$ cat src/rtl/exception_vector_fetch_pkg.sv
// Shared definitions for the exception vector fetch block: FSM state
// encoding, cause codes, vector addresses and the EPC return-address offset.
package exception_vector_fetch_pkg;

  localparam int unsigned ADDR_W  = 32;
  localparam int unsigned DATA_W  = 8;
  localparam int unsigned CAUSE_W = 2;
  localparam int unsigned CNT_W   = 3;

  typedef enum logic [2:0] {
    ST_IDLE    = 3'd0,
    ST_SAVE    = 3'd1,
    ST_WAIT    = 3'd2,
    ST_CAPTURE = 3'd3,
    ST_LOAD    = 3'd4
  } state_e;

  localparam logic [CAUSE_W-1:0] CAUSE_NONE     = 2'b00;
  localparam logic [CAUSE_W-1:0] CAUSE_OPCODE   = 2'b01;
  localparam logic [CAUSE_W-1:0] CAUSE_OVERFLOW = 2'b10;
  localparam logic [CAUSE_W-1:0] CAUSE_DIVZERO  = 2'b11;

  localparam logic [ADDR_W-1:0] VEC_OPCODE   = 32'd253;
  localparam logic [ADDR_W-1:0] VEC_OVERFLOW = 32'd254;
  localparam logic [ADDR_W-1:0] VEC_DIVZERO  = 32'd255;

  // pc_current points past the faulting instruction; EPC gets it minus 4.
  localparam logic [ADDR_W-1:0] PC_OFFSET = 32'd4;

  // Map a latched cause to the byte address holding its handler vector.
  function automatic logic [ADDR_W-1:0] vector_of(input logic [CAUSE_W-1:0] c);
    logic [ADDR_W-1:0] v;
    case (c)
      CAUSE_OPCODE:   v = VEC_OPCODE;
      CAUSE_OVERFLOW: v = VEC_OVERFLOW;
      CAUSE_DIVZERO:  v = VEC_DIVZERO;
      default:        v = '0;
    endcase
    return v;
  endfunction

endpackage

$ cat src/rtl/exception_vector_fetch_wait_counter.sv
// 3-bit down-counter pacing the memory wait cycles.
// Ports: clk, rst_n (async active-low), load/load_val (preset),
//        en (decrement, saturates at 0), zero_c (count is zero).
module exception_vector_fetch_wait_counter
  import exception_vector_fetch_pkg::*;
(
  input  logic             clk,
  input  logic             rst_n,
  input  logic             load,
  input  logic [CNT_W-1:0] load_val,
  input  logic             en,
  output logic             zero_c
);

  logic [CNT_W-1:0] count_q, count_d;

  // Load has priority over decrement.
  always_comb begin
    count_d = count_q;
    if (load) begin
      count_d = load_val;
    end else if (en && (count_q != '0)) begin
      count_d = count_q - CNT_W'(1);
    end
  end

  always_ff @(posedge clk or negedge rst_n) begin
    if (!rst_n) count_q <= '0;
    else        count_q <= count_d;
  end

  assign zero_c = (count_q == '0);

endmodule

$ cat src/rtl/exception_vector_fetch.sv
// Exception entry sequencer: latches the highest-priority exception request,
// writes EPC, fetches the handler vector byte from memory and strobes a PC load.
// Ports: clk, reset (async active-low); ex_opcode/ex_overflow/ex_divzero
//        (level requests); pc_current; mem_data (read byte); mem_addr/mem_rd
//        (vector read); epc_value/epc_write; mda (vector byte); pc_load;
//        cause (latched cause); busy (stall control unit).
module exception_vector_fetch
  import exception_vector_fetch_pkg::*;
#(
  parameter int unsigned MEM_LAT = 2
) (
  input  logic                clk,
  input  logic                reset,
  input  logic                ex_opcode,
  input  logic                ex_overflow,
  input  logic                ex_divzero,
  input  logic [ADDR_W-1:0]   pc_current,
  input  logic [DATA_W-1:0]   mem_data,
  output logic [ADDR_W-1:0]   mem_addr,
  output logic                mem_rd,
  output logic [ADDR_W-1:0]   epc_value,
  output logic                epc_write,
  output logic [DATA_W-1:0]   mda,
  output logic                pc_load,
  output logic [CAUSE_W-1:0]  cause,
  output logic                busy
);

  // WAIT lasts MEM_LAT-1 cycles: counter preset to MEM_LAT-2, exit on zero.
  localparam bit          HAS_WAIT  = (MEM_LAT > 1);
  localparam int unsigned WAIT_INIT = (MEM_LAT > 1) ? (MEM_LAT - 2) : 0;

  state_e              state_q, state_d;
  logic [CAUSE_W-1:0]  cause_q, cause_d;
  logic [ADDR_W-1:0]   pc_lat_q, pc_lat_d;
  logic [DATA_W-1:0]   mda_q, mda_d;
  logic [ADDR_W-1:0]   mem_addr_q, mem_addr_d;
  logic                mem_rd_q, mem_rd_d;
  logic [ADDR_W-1:0]   epc_value_q, epc_value_d;
  logic                epc_write_q, epc_write_d;
  logic                pc_load_q, pc_load_d;
  logic                busy_q, busy_d;
  logic                cnt_load, cnt_en, cnt_zero_c;

  exception_vector_fetch_wait_counter u_wait_counter (
    .clk      (clk),
    .rst_n    (reset),
    .load     (cnt_load),
    .load_val (CNT_W'(WAIT_INIT)),
    .en       (cnt_en),
    .zero_c   (cnt_zero_c)
  );

  // Next-state logic; outputs are decoded from the next state so they are
  // registered yet line up with the state they belong to.
  always_comb begin
    state_d  = state_q;
    cause_d  = cause_q;
    pc_lat_d = pc_lat_q;
    mda_d    = mda_q;
    cnt_load = 1'b0;
    cnt_en   = 1'b0;

    unique case (state_q)
      ST_IDLE: begin
        if (ex_opcode || ex_overflow || ex_divzero) begin
          state_d  = ST_SAVE;
          pc_lat_d = pc_current;
          if (ex_opcode)        cause_d = CAUSE_OPCODE;
          else if (ex_overflow) cause_d = CAUSE_OVERFLOW;
          else                  cause_d = CAUSE_DIVZERO;
        end
      end
      ST_SAVE: begin
        if (HAS_WAIT) begin
          state_d  = ST_WAIT;
          cnt_load = 1'b1;
        end else begin
          state_d  = ST_CAPTURE;
        end
      end
      ST_WAIT: begin
        if (cnt_zero_c) state_d = ST_CAPTURE;
        else            cnt_en  = 1'b1;
      end
      ST_CAPTURE: begin
        mda_d   = mem_data;
        state_d = ST_LOAD;
      end
      ST_LOAD: begin
        state_d = ST_IDLE;
      end
      default: begin
        state_d = ST_IDLE;
      end
    endcase

    mem_rd_d    = (state_d == ST_SAVE) || (state_d == ST_WAIT) ||
                  (state_d == ST_CAPTURE);
    mem_addr_d  = mem_rd_d ? vector_of(cause_d) : '0;
    epc_write_d = (state_d == ST_SAVE);
    epc_value_d = epc_write_d ? (pc_lat_d - PC_OFFSET) : '0;
    pc_load_d   = (state_d == ST_LOAD);
    busy_d      = (state_d != ST_IDLE);
  end

  always_ff @(posedge clk or negedge reset) begin
    if (!reset) begin
      state_q     <= ST_IDLE;
      cause_q     <= CAUSE_NONE;
      pc_lat_q    <= '0;
      mda_q       <= '0;
      mem_addr_q  <= '0;
      mem_rd_q    <= 1'b0;
      epc_value_q <= '0;
      epc_write_q <= 1'b0;
      pc_load_q   <= 1'b0;
      busy_q      <= 1'b0;
    end else begin
      state_q     <= state_d;
      cause_q     <= cause_d;
      pc_lat_q    <= pc_lat_d;
      mda_q       <= mda_d;
      mem_addr_q  <= mem_addr_d;
      mem_rd_q    <= mem_rd_d;
      epc_value_q <= epc_value_d;
      epc_write_q <= epc_write_d;
      pc_load_q   <= pc_load_d;
      busy_q      <= busy_d;
    end
  end

  assign mem_addr  = mem_addr_q;
  assign mem_rd    = mem_rd_q;
  assign epc_value = epc_value_q;
  assign epc_write = epc_write_q;
  assign mda       = mda_q;
  assign pc_load   = pc_load_q;
  assign cause     = cause_q;
  assign busy      = busy_q;

endmodule

$ cat config.mk
export PLATFORM = sky130hd
export DESIGN_NAME = exception_vector_fetch
export DESIGN_NICKNAME = d
export VERILOG_FILES = /design/src/rtl/exception_vector_fetch_pkg.sv /design/src/rtl/exception_vector_fetch_wait_counter.sv /design/src/rtl/exception_vector_fetch.sv
export SDC_FILE = /design/constraint.sdc
export NUM_CORES = 1
export LEC_CHECK = 0
export ABC_AREA = 1
export CORE_MARGIN = 2
export CORE_UTILIZATION = 45
export DETAILED_ROUTE_END_ITERATION = 8
export GPL_ROUTABILITY_DRIVEN = 1
export GPL_TIMING_DRIVEN = 0
export PLACE_DENSITY = 0.76
export SLEW_MARGIN = 20
export SYNTH_ARGS = -nofsm -noshare
export SYNTH_HDL_FRONTEND = slang
export SYNTH_SLANG_ARGS = --single-unit
$ cat constraint.sdc
create_clock -name clk -period 2.4 [get_ports clk]
set_clock_uncertainty 0.2 [all_clocks]
set_input_delay 0.48 -clock clk [delete_from_list [all_inputs] [get_ports clk]]
set_output_delay 0.48 -clock clk [all_outputs]
set_load 0.01 [all_outputs]
# Word level (Yosys, flattened, before mapping)
# Index checks and enable logic that the tools add are counted.
dict set report op_classes {
  reduce_logical 10
  addsub 2
  n_eq_ne 10
  mux 17
}
# operator count
set ops {}
lappend ops {{$mux 32} 4}
lappend ops {{$sub 32x3->32 const B} 1}
lappend ops {{$pmux 8 s3} 1}
lappend ops {{$eq 3x2->1 const B} 4}
lappend ops {{$mux 3} 4}
lappend ops {{$pmux 3 s4} 1}
lappend ops {{$eq 3x1->1 const B} 2}
lappend ops {{$logic_not 3->1} 2}
lappend ops {{$mux 2} 3}
lappend ops {{$reduce_bool 3->1} 2}
lappend ops {{$eq 2x2->1 const B} 2}
lappend ops {{$logic_or 1x1->1} 4}
lappend ops {{$mux 1} 4}
lappend ops {{$eq 3x3->1 const B} 1}
lappend ops {{$sub 3x1->3 const B} 1}
lappend ops {{$eq 2x1->1 const B} 1}
lappend ops {{$reduce_bool 2->1} 1}
lappend ops {{$logic_and 1x1->1} 1}
dict set report totals {
  output_inout_bits 78
  word_cells 50
  regBits 116
}

# Longest topological paths before layout
dict set report depth {
  ltp_word 8
  ltp_mapped 15
  ltp_nobuf 15
}

# Modules after synthesis
# A second synthesis with hierarchy kept.
dict set report unflattened {
  cells_unflattened 560
  area_unflattened_um2 4458.0
}
# module area_each_um2 seq_area_each_um2 instances cells_per_inst
set modules_own_cells {}
lappend modules_own_cells {exception_vector_fetch 4265.3 2052.0 1 533}
lappend modules_own_cells {exception_vector_fetch_wait_counter 192.7 75.1 1 27}

# Worst setup path after synthesis
# No wires, ideal clock.
dict set report synth_path {
  path_kind {in2reg}
  from {input port ex_overflow}
  to {register epc_value_q[18] (netlist: epc_value[18])}
  setup_time_ns 0.132
  n_path_buf 0
  slack_ns 0.260
  path_stages 12
  arrival_time_ns 1.808
  cell_sequence {nor2_1 > nand2_2 > nand2_8 > nand2_1 > o21ai_2 > ha_1 > nand2_1 > nor2_4 > nand2_2 > nor2_1 > xor2_1 > nor2_1}
}
dict set report synth_via {
  elab_chain_len 6
  word_cells_on_any_way 9
  classes_between {add/sub: 1; eq/ne: 1; mux: 5; reduce/logical: 2}
}
# element line_no
set synth_lines {}
lappend synth_lines {{start: declaration} exception_vector_fetch.sv:15} ;# input logic ex_overflow,
lappend synth_lines {{$logic_or 1x1->1 (*) (2 in a row)} exception_vector_fetch.sv:66} ;# if (ex_opcode || ex_overflow || ex_divzero) begin
lappend synth_lines {{$mux 32 / $mux 3 (equally long branches)} exception_vector_fetch.sv:66}
lappend synth_lines {{$mux 32 / $pmux 3 s4 (equally long branches)} exception_vector_fetch.sv:64} ;# unique case (state_q)
lappend synth_lines {{$sub 32x3->32 / $eq 3x1->1 (equally long branches)} {exception_vector_fetch.sv:102, exception_vector_fetch.sv:101}}
lappend synth_lines {{$mux 32 (*)} exception_vector_fetch.sv:102} ;# epc_value_d = epc_write_d ? (pc_lat_d - PC_OFFSET) : '0;
lappend synth_lines {{net epc_value_d[18]} exception_vector_fetch.sv:39} ;# logic [ADDR_W-1:0] epc_value_q, epc_value_d;
lappend synth_lines {{end signal: assignment} exception_vector_fetch.sv:126} ;# epc_value_q <= epc_value_d;
lappend synth_lines {{end: declaration} exception_vector_fetch.sv:39}
# Mark *: on every way through the listed nets, which the timed path passes. The rest lies on a longest branch.
# A chain may end at the register's enable or synchronous reset.

# Final worst setup path
dict set report layout_path {
  from {register state_q[1]}
  to {register epc_value_q[20] (netlist: epc_value[20])}
}
dict set report layout_via {
  elab_chain_len 4
  word_cells_on_any_way 11
  classes_between {add/sub: 1; eq/ne: 4; mux: 5; reduce/logical: 1}
}
# element line_no
set layout_lines {}
lappend layout_lines {{start: declaration} exception_vector_fetch.sv:33} ;# state_e state_q, state_d;
lappend layout_lines {{start signal: assignment} exception_vector_fetch.sv:120} ;# state_q <= state_d;
lappend layout_lines {{$logic_not 3->1, or another cell as far along} exception_vector_fetch.sv:64}
lappend layout_lines {{$mux 32 / $pmux 3 s4 (equally long branches)} exception_vector_fetch.sv:64}
lappend layout_lines {{$sub 32x3->32 / $eq 3x1->1 (equally long branches)} {exception_vector_fetch.sv:102, exception_vector_fetch.sv:101}}
lappend layout_lines {{$mux 32 (*)} exception_vector_fetch.sv:102}
lappend layout_lines {{net epc_value_d[20]} exception_vector_fetch.sv:39}
# Marked as above.

==> summary.txt <==
critical path cell sequence: inv_2 > nand2_4 > nor2_8 > buf_12 > nand2_8 > o21ai_4 > ha_4 > nand2_4 > nor2_4 > buf_6 > nand3b_1 > inv_2 > nand3_2 > nand2_1 > nor2_1
slew at the pin closest to its max-slew limit: 0.664 ns
crit path DAT: 2.49 ns
share of cells above drive strength 1: 25.0%
Final HPWL DP: 8140 um
clock-pin slew on the worst setup and hold paths: 0.08 ns
register bit count reported by yosys: 85
row cnt: 36
area share of fa/ha/maj cells after synthesis: 0.849%
Overall Global Routing Usage: 21.7%
CTS tree: done
antenna fix cells: 0
startpoint of the tightest hold check path: mda[3]
post-synthesis instance total: 552
main combinational cell family by area after synthesis: simple AND/OR/NAND/NOR gates
sort of element at the start of the critical path: register
Hold Path Sink: mda[3]
Nets: 763
Clock Path Buffers: 2
non-filler instance count after layout: 853
count of yosys warnings during synthesis: 0
synthesized area per cell: 8.01 um^2
total wirelength of the detailed-routed design: 12,200 um
Top Ports: 123
Relative slew margins: 55.8%
height of the die: 103 um
share of synthesized area spent on multiplexers: 0%
netlist area before placement: 4420 um^2
worst hold path stage count: 2
final setup violation count: 1
Clock H-tree levels: 3
violations in the final reports: negative setup slack
result of the run: complete, but fails checks
Die Span X: 103 um
final period utilization: 101%
violation count after the first detailed-route iteration: 223
root buffer selected by CTS: sky130_fd_sc_hd__clkbuf_8
Non-Filler Cell Area, Final: 6450 um^2
class of the tightest hold or removal check: register to register
cts bufs inserted: 9
core area: 9640 um^2
cell count of the worst reg-to-reg path: 15
highest ir drop seen on vdd: 0.000506 V
highest attainable clock frequency: 413 MHz
effective utilization at floorplan: 45.9%
vias post-DR: 4,071
DR DRC count: 0
kind of end point of the critical path: register
dpl cells: 807
critical path's top delay family: simple AND/OR/NAND/NOR gates
pin count of the biggest net entering global routing: 51
wire length of the first global-routing pass: 17,400 um
reg-to-reg startpoint: state_q[1]
post-synthesis simple-gate area fraction: 29.6%
area fraction in compound gates after synthesis: 5.63%
min cycle time layout: 2.42 ns
maximum single-stage delay on the critical path: 0.38 ns
Crit-path slowest cell: sky130_fd_sc_hd__dfrtp_1
Max FO, Critical Path: 4
DRT antenna net count: 0
global route overflow: 0
unrepaired setup endpoints after global routing: yes
clk_lat worst skew: 0.38 ns
max-cap check violation count: 0
Worst Path Buf+Inv: 4
worst hold slack after final layout: 0.278 ns
GPL Wtd Cong: 0.894
distinct cell type count of the synthesized netlist: 31
required time of the critical path: 2.47 ns
Avg Vias per Cell: 4.77
detailed-router iteration count before antenna repair: 4
initial antenna violation count: 0
area of the die: 10,600 um^2
average wire per cell in the routed design: 14.3 um
Reg-to-Reg End: epc_value[20]
sequential area share after synthesis: 48.1%
relative area change from synthesis to final layout: 45.9%
register-to-register path setup slack: -0.02 ns
power density of the placed cells: 1260 nW/um^2
worst-case setup margin in the final layout: -0.0193 ns
number of port buffers: 98
critical setup path kind: register to register
share of the synthesized netlist area taken by xor and xnor gates: 0.793%
hold violation count in the final report: 0
count of final max-slew check failures: 0
Sink Count: 85
vias in the first global route: 3,695
Post-DP Area: 5680 um^2
static leakage power: 0.00322 uW
## where the power goes
group | leakage, uW | switching [uW] | internal [uW]
Combinational | 0.00209 | 2810 | 2040
Clock | 0.0000964 | 524 | 507
Sequential | 0.00104 | 208 | 2030
## cell usage in the layout, fill, tap and decap left out, types with 2 or more instances in the layout
master,n
sky130_fd_sc_hd__nand2_1,120
sky130_fd_sc_hd__and2_1,2
sky130_fd_sc_hd__nand2_8,3
sky130_fd_sc_hd__buf_2,3
sky130_fd_sc_hd__clkdlybuf4s50_1,94
sky130_fd_sc_hd__nor2_4,18
sky130_fd_sc_hd__xor2_1,4
sky130_fd_sc_hd__clkbuf_1,2
sky130_fd_sc_hd__o21ai_1,3
sky130_fd_sc_hd__nand3b_1,19
sky130_fd_sc_hd__dfrtp_1,85
sky130_fd_sc_hd__buf_4,56
sky130_fd_sc_hd__conb_1,24
sky130_fd_sc_hd__clkbuf_8,10
sky130_fd_sc_hd__inv_2,7
sky130_fd_sc_hd__a21oi_1,19
sky130_fd_sc_hd__o21ai_4,4
sky130_fd_sc_hd__buf_12,3
sky130_fd_sc_hd__o22ai_1,2
sky130_fd_sc_hd__nand2_4,11
sky130_fd_sc_hd__nor2_2,15
sky130_fd_sc_hd__clkinv_2,2
sky130_fd_sc_hd__nand3_2,2
sky130_fd_sc_hd__nand3_1,16
sky130_fd_sc_hd__nand2_2,32
sky130_fd_sc_hd__ha_1,2
sky130_fd_sc_hd__nor3_1,2
sky130_fd_sc_hd__o21ai_0,14
sky130_fd_sc_hd__nor2_1,39
sky130_fd_sc_hd__buf_6,5
sky130_fd_sc_hd__dlymetal6s2s_1,2
sky130_fd_sc_hd__inv_1,86
## routing by layer
| metal | routed length, um | track usage (%) |
|---|---|---|
| met1 | 4970 | 27.8 |
| met2 | 5980 | 36.1 |
| met3 | 708 | 4.81 |
| met4 | 510 | 8.20 |
| met5 | 0 | 0 |
## tightest hold or removal path, delay by kind of cell, from the launching register on
kind / cells / cell delay, ns
flip-flops: 1 / 0.35
AND/OR/NAND/NOR: 2 / 0.09
## synthesized netlist by cell type
cell | instances | area [um^2]
sky130_fd_sc_hd__o21ai_0 | 17 | 85.1
sky130_fd_sc_hd__buf_1 | 1 | 3.75
sky130_fd_sc_hd__nor2_2 | 9 | 56.3
sky130_fd_sc_hd__buf_6 | 3 | 33.8
sky130_fd_sc_hd__nand4_1 | 1 | 6.26
sky130_fd_sc_hd__buf_2 | 5 | 25.0
sky130_fd_sc_hd__nor2_4 | 4 | 45.0
sky130_fd_sc_hd__inv_2 | 4 | 15.0
sky130_fd_sc_hd__nand2_8 | 1 | 20.0
sky130_fd_sc_hd__nor3_2 | 1 | 10.0
sky130_fd_sc_hd__o21ai_2 | 4 | 35.0
sky130_fd_sc_hd__nand2_2 | 20 | 125
sky130_fd_sc_hd__inv_1 | 89 | 334
sky130_fd_sc_hd__nand2_1 | 143 | 537
sky130_fd_sc_hd__ha_1 | 3 | 37.5
sky130_fd_sc_hd__dfrtp_1 | 85 | 2130
sky130_fd_sc_hd__clkinv_1 | 1 | 3.75
sky130_fd_sc_hd__o21ai_4 | 1 | 16.3
sky130_fd_sc_hd__buf_12 | 1 | 20.0
sky130_fd_sc_hd__nand3_1 | 18 | 90.1
sky130_fd_sc_hd__a21oi_1 | 20 | 100
sky130_fd_sc_hd__nor2_1 | 59 | 221
sky130_fd_sc_hd__nand2_4 | 1 | 11.3
sky130_fd_sc_hd__nor2_8 | 1 | 20.0
sky130_fd_sc_hd__buf_4 | 30 | 225
sky130_fd_sc_hd__conb_1 | 1 | 3.75
sky130_fd_sc_hd__nor3_1 | 2 | 10.0
sky130_fd_sc_hd__nand3b_1 | 19 | 143
sky130_fd_sc_hd__o22ai_1 | 2 | 12.5
sky130_fd_sc_hd__and2_1 | 2 | 12.5
sky130_fd_sc_hd__xor2_1 | 4 | 35.0
## registers in the layout (all words and copies together), names as in the netlist
signal	cells
state_q	3
pc_lat_q	30
busy	1
epc_value	32
mda	8
epc_write	1
pc_load	1
cause	2
mem_addr	3
u_wait_counter.count_q	3
mem_rd	1
## area by class of cell
type,count,area [um^2]
Fill cell,789,3190
Multi-Input combinational cell,357,2030
Clock inverter,4,47.5
Sequential cell,85,2130
Inverter,94,353
Tap cell,133,166
Clock buffer,12,145
Timing Repair Buffer,130,1280
Buffer,38,305
## per-stage QoR
step	power, uW	utilization (%)	setup TNS, ns	setup slack (ns)
finish	8110	66.9	-0.0193	-0.0193
global route	8680	66.9	-1.16	-0.113
global placement	5970	58.7	-207.57	-2.30
detailed placement	6090	58.9	-13.97	-0.581
CTS	7320	62.6	-0.00138	-0.00138
floorplan	4680	-	0	0.260
## worst max-delay path by stage
stage,from,endpoint,slack (ns),depth (start not counted)
2_1_floorplan,ex_overflow,epc_value[18],0.26,12
3_3_place_gp,reset,mda[1],-2.30,1
3_5_place_dp,ex_overflow,epc_value[17],-0.58,13
4_1_cts,state_q[1],epc_value[17],-0.001,13
5_1_grt,state_q[1],epc_value[22],-0.11,15
6_report,state_q[1],epc_value[20],-0.02,15
## kinds of logic (layout without fill, tap and decap cells)
| group | count (synthesis) | in the layout |
|---|---|---|
| AND/OR/NAND/NOR | 281 | 282 |
| XOR/XNOR | 4 | 4 |
| other | 1 | 24 |
| adder cells (fa/ha/maj) | 3 | 3 |
| buffers and inverters | 134 | 278 |
| flip-flops | 85 | 85 |
| AO/OA/AOI/OAI | 44 | 44 |
## what timing repair did
action                                  CTS  global route
cloned                                    1             0
hold endpoints to repair                 35             0
hold buffers                              1             0
setup buffers                             7            23
endpoints found under the setup margin   21            23
resized for setup                        23            72
pin swaps                                12            36
No activity file was read; power rests on OpenSTA's default activity.
